===== config.mk =====
export PLATFORM = sky130hd
export DESIGN_NAME = car_cmd_responder
export DESIGN_NICKNAME = d
export VERILOG_FILES = /design/src/rtl/car_cmd_responder.sv
export SDC_FILE = /design/constraint.sdc
export NUM_CORES = 1
export LEC_CHECK = 0
export CORE_MARGIN = 5
export CORE_UTILIZATION = 50
export CTS_BUF_LIST = sky130_fd_sc_hd__clkbuf_4
export CTS_CLUSTER_DIAMETER = 50
export CTS_CLUSTER_SIZE = 40
export DETAILED_ROUTE_END_ITERATION = 8
export GPL_TIMING_DRIVEN = 0
export MAX_ROUTING_LAYER = met4
export PLACE_DENSITY = 0.71
export SKIP_CTS_REPAIR_TIMING = 1
export SLEW_MARGIN = 20
export SYNTH_ARGS = -nofsm -noshare
export SYNTH_HDL_FRONTEND = slang
export SYNTH_SLANG_ARGS = --single-unit
export TNS_END_PERCENT = 10

===== constraint.sdc =====
create_clock -name sys_clk -period 2.4 [get_ports sys_clk]
set_input_delay 0.36 -clock sys_clk [delete_from_list [all_inputs] [get_ports sys_clk]]
set_output_delay 0.36 -clock sys_clk [all_outputs]
set_load 0.1 [all_outputs]

===== src/rtl/car_cmd_responder.sv =====
// Vehicle-side UART command receiver (8N1, header 2'b10) with detector reply transmitter.
// RX and TX run independently; a reply is queued one-deep while a frame is on the wire.
//
// rx state  | meaning
// RX_IDLE   | line idle, waiting for synchronized rxd low
// RX_START  | timing to mid start bit, rejects glitches
// RX_DATA   | sampling 8 data bits LSB first
// RX_STOP   | sampling the stop bit, issuing the result pulse
// RX_WAIT_HI| framing error seen, waiting for the line to return high
//
// tx state  | meaning
// TX_IDLE   | txd high, no reply in flight
// TX_START  | driving the start bit
// TX_DATA   | driving 8 data bits LSB first
// TX_STOP   | driving the stop bit, chaining a pending reply at its end

module car_cmd_responder #(
    parameter int CLKS_PER_BIT = 10417
) (
    input  logic       sys_clk,
    input  logic       rst,
    input  logic       rxd,
    output logic       txd,
    input  logic [3:0] detector_in,
    output logic [5:0] cmd,
    output logic       cmd_valid,
    output logic       hdr_err,
    output logic       frame_err,
    output logic       tx_busy
);

    localparam int HALF = CLKS_PER_BIT / 2;
    localparam int CW   = $clog2(CLKS_PER_BIT);

    localparam logic [CW-1:0] BIT_LAST  = CW'(CLKS_PER_BIT - 1);
    localparam logic [CW-1:0] HALF_LAST = CW'(HALF - 1);
    localparam logic [CW-1:0] CNT_ONE   = CW'(1);

    typedef enum logic [2:0] {
        RX_IDLE,
        RX_START,
        RX_DATA,
        RX_STOP,
        RX_WAIT_HI
    } rx_state_t;

    typedef enum logic [1:0] {
        TX_IDLE,
        TX_START,
        TX_DATA,
        TX_STOP
    } tx_state_t;

    rx_state_t     rx_state;
    logic          rx_meta;
    logic          rx_sync;
    logic [CW-1:0] rx_cnt;
    logic [2:0]    rx_idx;
    logic [7:0]    rx_shift;

    tx_state_t     tx_state;
    logic [CW-1:0] tx_cnt;
    logic [2:0]    tx_idx;
    logic [7:0]    tx_shift;
    logic [7:0]    reply_byte;
    logic          pending;

    logic [7:0]    new_reply;
    logic          tx_done;

    assign new_reply = {4'b0000, detector_in};
    assign tx_done   = (tx_state == TX_STOP) && (tx_cnt == '0);

    always_ff @(posedge sys_clk or posedge rst) begin
        if (rst) begin
            rx_meta   <= 1'b1;
            rx_sync   <= 1'b1;
            rx_state  <= RX_IDLE;
            rx_cnt    <= '0;
            rx_idx    <= '0;
            rx_shift  <= '0;
            cmd       <= '0;
            cmd_valid <= 1'b0;
            hdr_err   <= 1'b0;
            frame_err <= 1'b0;
        end else begin
            rx_meta   <= rxd;
            rx_sync   <= rx_meta;
            cmd_valid <= 1'b0;
            hdr_err   <= 1'b0;
            frame_err <= 1'b0;
            case (rx_state)
                RX_IDLE: begin
                    if (!rx_sync) begin
                        rx_state <= RX_START;
                        rx_cnt   <= HALF_LAST;
                    end
                end
                RX_START: begin
                    if (rx_cnt == '0) begin
                        if (rx_sync) begin
                            rx_state <= RX_IDLE;
                        end else begin
                            rx_state <= RX_DATA;
                            rx_cnt   <= BIT_LAST;
                            rx_idx   <= '0;
                        end
                    end else begin
                        rx_cnt <= rx_cnt - CNT_ONE;
                    end
                end
                RX_DATA: begin
                    if (rx_cnt == '0) begin
                        rx_shift <= {rx_sync, rx_shift[7:1]};
                        rx_cnt   <= BIT_LAST;
                        if (rx_idx == 3'd7) begin
                            rx_state <= RX_STOP;
                        end else begin
                            rx_idx <= rx_idx + 3'd1;
                        end
                    end else begin
                        rx_cnt <= rx_cnt - CNT_ONE;
                    end
                end
                RX_STOP: begin
                    if (rx_cnt == '0) begin
                        if (!rx_sync) begin
                            frame_err <= 1'b1;
                            rx_state  <= RX_WAIT_HI;
                        end else if (rx_shift[7:6] == 2'b10) begin
                            cmd       <= rx_shift[5:0];
                            cmd_valid <= 1'b1;
                            rx_state  <= RX_IDLE;
                        end else begin
                            hdr_err  <= 1'b1;
                            rx_state <= RX_IDLE;
                        end
                    end else begin
                        rx_cnt <= rx_cnt - CNT_ONE;
                    end
                end
                RX_WAIT_HI: begin
                    if (rx_sync) begin
                        rx_state <= RX_IDLE;
                    end
                end
                default: rx_state <= RX_IDLE;
            endcase
        end
    end

    // The cmd_valid register doubles as the capture strobe for the reply byte.
    always_ff @(posedge sys_clk or posedge rst) begin
        if (rst) begin
            tx_state   <= TX_IDLE;
            txd        <= 1'b1;
            tx_busy    <= 1'b0;
            tx_cnt     <= '0;
            tx_idx     <= '0;
            tx_shift   <= '0;
            reply_byte <= '0;
            pending    <= 1'b0;
        end else begin
            if (cmd_valid) begin
                reply_byte <= new_reply;
            end
            if (cmd_valid && (tx_state != TX_IDLE) && !tx_done) begin
                pending <= 1'b1;
            end
            case (tx_state)
                TX_IDLE: begin
                    if (cmd_valid) begin
                        tx_shift <= new_reply;
                        txd      <= 1'b0;
                        tx_busy  <= 1'b1;
                        tx_cnt   <= BIT_LAST;
                        tx_state <= TX_START;
                    end
                end
                TX_START: begin
                    if (tx_cnt == '0) begin
                        txd      <= tx_shift[0];
                        tx_shift <= {1'b0, tx_shift[7:1]};
                        tx_idx   <= '0;
                        tx_cnt   <= BIT_LAST;
                        tx_state <= TX_DATA;
                    end else begin
                        tx_cnt <= tx_cnt - CNT_ONE;
                    end
                end
                TX_DATA: begin
                    if (tx_cnt == '0) begin
                        tx_cnt <= BIT_LAST;
                        if (tx_idx == 3'd7) begin
                            txd      <= 1'b1;
                            tx_state <= TX_STOP;
                        end else begin
                            txd      <= tx_shift[0];
                            tx_shift <= {1'b0, tx_shift[7:1]};
                            tx_idx   <= tx_idx + 3'd1;
                        end
                    end else begin
                        tx_cnt <= tx_cnt - CNT_ONE;
                    end
                end
                TX_STOP: begin
                    if (tx_cnt == '0) begin
                        // A capture landing on the last stop cycle is the newest reply.
                        if (cmd_valid || pending) begin
                            tx_shift <= cmd_valid ? new_reply : reply_byte;
                            pending  <= 1'b0;
                            txd      <= 1'b0;
                            tx_cnt   <= BIT_LAST;
                            tx_state <= TX_START;
                        end else begin
                            tx_busy  <= 1'b0;
                            tx_state <= TX_IDLE;
                        end
                    end else begin
                        tx_cnt <= tx_cnt - CNT_ONE;
                    end
                end
                default: tx_state <= TX_IDLE;
            endcase
        end
    end

endmodule


==> results.md <==
Global routing:
- For this run, the total global-route usage over all layers was measured as 18.4%.
- The first global-routing pass estimated 14,300 um of wire.
- Entering global routing, the biggest net connects 59 pins.
- The total overflow reported by the global router is 0.
- The number of antenna violations at the first check in global routing is 0.
- The via count of the first global-routing pass is 3,023.

Route:
- After detailed routing, the number of remaining DRC violations is 0.
- The via-per-instance ratio is 5.82.
- The final layout contains routed wiring with a total length of 8300 um.
- The remaining antenna violation count after routing is 0.
- The via total after detailed routing is 3,081.
- In this run, the number of DRC markers left after iteration 0 of detailed routing was 137.
- The first-pass iteration count of the detailed router is 4.
- The per-cell routed wire length is 15.7 um.

Critical path:
- STA classifies the critical path endpoint as a primary output.
- The path type of the worst setup path is flop to primary output.
- The buffering stage count on the worst path with inverters included is 1.
- The highest fanout seen on the critical path is 3.
- On the critical path, the stage with the largest delay is an instance of clkdlybuf4s50_1.
- At the worst endpoint, the required time is 2040 ps.
- For this run, the slowest stage of the critical path takes 1140 ps.
- Walking the worst path, the cells encountered are clkdlybuf4s50_1.
- Data arrives at the worst endpoint at 1960 ps.
- The startpoint type of the worst setup path is a flop.
- On the critical path the largest part of the delay comes from buffers and inverters.

Clock network:
- Clock-pin slew was measured on the worst setup and hold paths at 120 ps.
- No sink is reached through more buffers than the 2 on the longest clock path.
- The TritonCTS clock tree is built.
- The number of CTS-inserted buffers is 9.
- The H-tree generated during clock tree synthesis spans 3 levels.
- The cell chosen for the clock root is clkbuf_4.
- The later pin in the worst-skew pair is clocked with a latency of between 400 and 500 ps.
- The number of sinks driven by the clock tree is 77.

STA:
- The final worst-path cycle share is 96.6%.
- On the final layout, the worst clock skew is 15.3 ps.
- On the final layout, the worst hold slack is 210 ps.
- Derived from the worst setup path, the maximum achievable clock frequency is 431 MHz.
- The worst slew slack as a fraction of its limit is 34.3%.
- The number of setup violations in the final report is 0.
- The max-slew violation count is 0.
- The final critical-path required period is about 2300 ps.
- At the pin with the least slew margin, the transition time is 982 ps.
- The hold violation count in the final report is 0.

Finish:
- The repair_antennas step left the layout with diodes totalling 0.
- Leaving out fill and tap cells, the most frequent cell in the layout is dfrtp_1.
- The final-stage net count is between 400 and 500.
- Once layout is complete, the utilization of the core stands at 58.9%.
- Of the cells placed in the final design, the portion with a size suffix greater than 1 is 19.7%.
- Relative to the synthesized area, the layout overhead comes to 15.3%.
- The top cell types in the final layout, fill and taps aside, are dfrtp_1, a21oi_1, nand2_1, mux2_2.

Yosys:
- Of all flip-flops after synthesis, the portion carrying an async set or reset was 100%.
- The net count after synthesis is 409.
- The average instance area after synthesis is 10.1 um^2.
- The gate count after technology mapping is 390.
- The main flop type after synthesis is dfrtp_1.
- The number of enable-type register cells in the synthesized netlist is 0.
- The number of synthesis warnings is 0.
- Summing the sequential cell areas from Yosys gives 48.9% of the chip area.
- The synthesized netlist occupies a cell area of 0.00395 mm^2.
- The number of distinct library cells after synthesis is 57.
- The synthesis-stage register bit count is 77.

Status:
- The run finished with clean final reports.

Floorplan:
- During I/O placement, the number of pins put on the boundary was 18.
- The initial standard-cell utilization of the core is 51.1%.
- The placement row count is 32.
- The die span in y is 98.9 um.
- The die span in x is 98.9 um.
- The region available for standard cell placement spans between 0.007 and 0.008 mm^2.
- The die footprint is 0.00978 mm^2.

Pwr:
- The total power divided by cell area is 467 mW/mm^2.
- The static leakage power is approximately 0.002 uW.
- IR analysis of the VDD net gives a maximum drop of 0.427 mV.

Placed design:
- The congestion estimate from routability-driven global placement came to 0.900.
- The HPWL reported at the end of detailed placement is around 5600 um.
- The number of I/O port buffers is 17.

Run:
- Across the run, the number of max-cap violations was 0.

Min path:
- The path class of the tightest hold or removal check is input port to asynchronous set/reset pin.
==> per-layer routing <==
| layer | track usage [%] | wire, um | up-vias |
|---|---|---|---|
| li1 | - | - | 1503 |
| met1 | 23.0 | 3650 | 1503 |
| met2 | 29.2 | 4200 | 68 |
| met3 | 5.24 | 387 | 7 |
| met4 | 5.04 | 61 | 0 |
| met5 | - | 0 | - |
==> Yosys cell counts (all sizes together), types with 3 or more instances <==
cell type | number | area [um^2]
a211oi | 3 | 22.5
a21oi | 33 | 173
a22oi | 9 | 67.6
a31oi | 10 | 68.8
and3 | 6 | 37.5
clkbuf | 11 | 41.3
dfrtp | 74 | 1850
dfstp | 3 | 78.8
ha | 12 | 150
inv | 15 | 56.3
mux2 | 29 | 327
nand2 | 30 | 113
nand2b | 3 | 18.8
nand3 | 10 | 50.1
nand4 | 7 | 43.8
nor2 | 30 | 115
nor2b | 5 | 31.3
nor3 | 12 | 70.1
nor3b | 5 | 48.8
nor4 | 6 | 43.8
o21ai | 29 | 145
o22a | 5 | 43.8
or3 | 6 | 38.8
or4 | 4 | 38.8
xnor2 | 4 | 35.0
==> cells by family after synthesis <==
| family | after synthesis | share of synthesized area, % |
|---|---|---|
| flops | 77 | 48.9 |
| fa+ha+maj | 12 | 3.80 |
| mux | 30 | 8.52 |
| xor+xnor | 6 | 1.33 |
| compound gates | 103 | 16.2 |
| simple gates | 134 | 18.6 |
| buf+inv | 28 | 2.72 |
==> path summary, 6_finish.rpt <==
check	depth (start not counted)	slack, ps	startpoint	to
hold reg to reg	0	370	rx_meta$_DFF_PP1_	rx_sync$_DFF_PP1_
max in group asynchronous	3	1580	rst	rx_meta$_DFF_PP1_
hold / removal	2	210	rst	reply_byte[2]$_DFF_PP0_
setup reg to reg	5	80	tx_cnt[5]$_DFFE_PP0P_	tx_cnt[10]$_DFFE_PP0P_
setup / recovery	1	80	tx_busy$_DFFE_PP0P_	tx_busy
min in group sys_clk	1	330	rxd	rx_meta$_DFF_PP1_
==> per-stage QoR <==
stage / cells / setup TNS [ps] / area (um^2) / setup slack (ps) / power [uW]
after floorplan: 390 / 0 / 3950 / 41.0 / 1350
after detailed placement: 511 / -7380 / 4290 / -298 / 1380
after global routing: 529 / -127 / 4550 / -21.7 / 2220
after CTS: 527 / -8870 / 4420 / -326 / 2150
after global placement: 509 / -90210 / 4250 / -1120 / 1370
final: 529 / 0 / 4550 / 80.5 / 2130
==> sequential cells by signal, summed over array words and instances, names as in the netlist, 3 cells and up <==
signal,count
tx_idx,3
cmd,6
rx_idx,3
rx_state,3
tx_shift,8
rx_shift,8
rx_cnt,14
reply_byte,8
tx_cnt,14
==> cell type report <==
cell class | count | area (um^2)
fillers | 631 | 3170
repair buffers | 21 | 223
inverters | 15 | 58.8
clock inverters | 5 | 51.3
well taps | 102 | 128
plain buffers | 13 | 55.1
flip-flops and latches | 77 | 1930
clock buffers | 11 | 82.6
multi-input cells | 285 | 2020
==> power by group <==
group / total (uW) / internal, uW / switching (uW)
clock network: 775 / 334 / 440
logic: 48.3 / 16.8 / 31.6
registers: 1300 / 1300 / 2.12
total: 2130 / 1650 / 474
(Power assumes the default switching activity.)
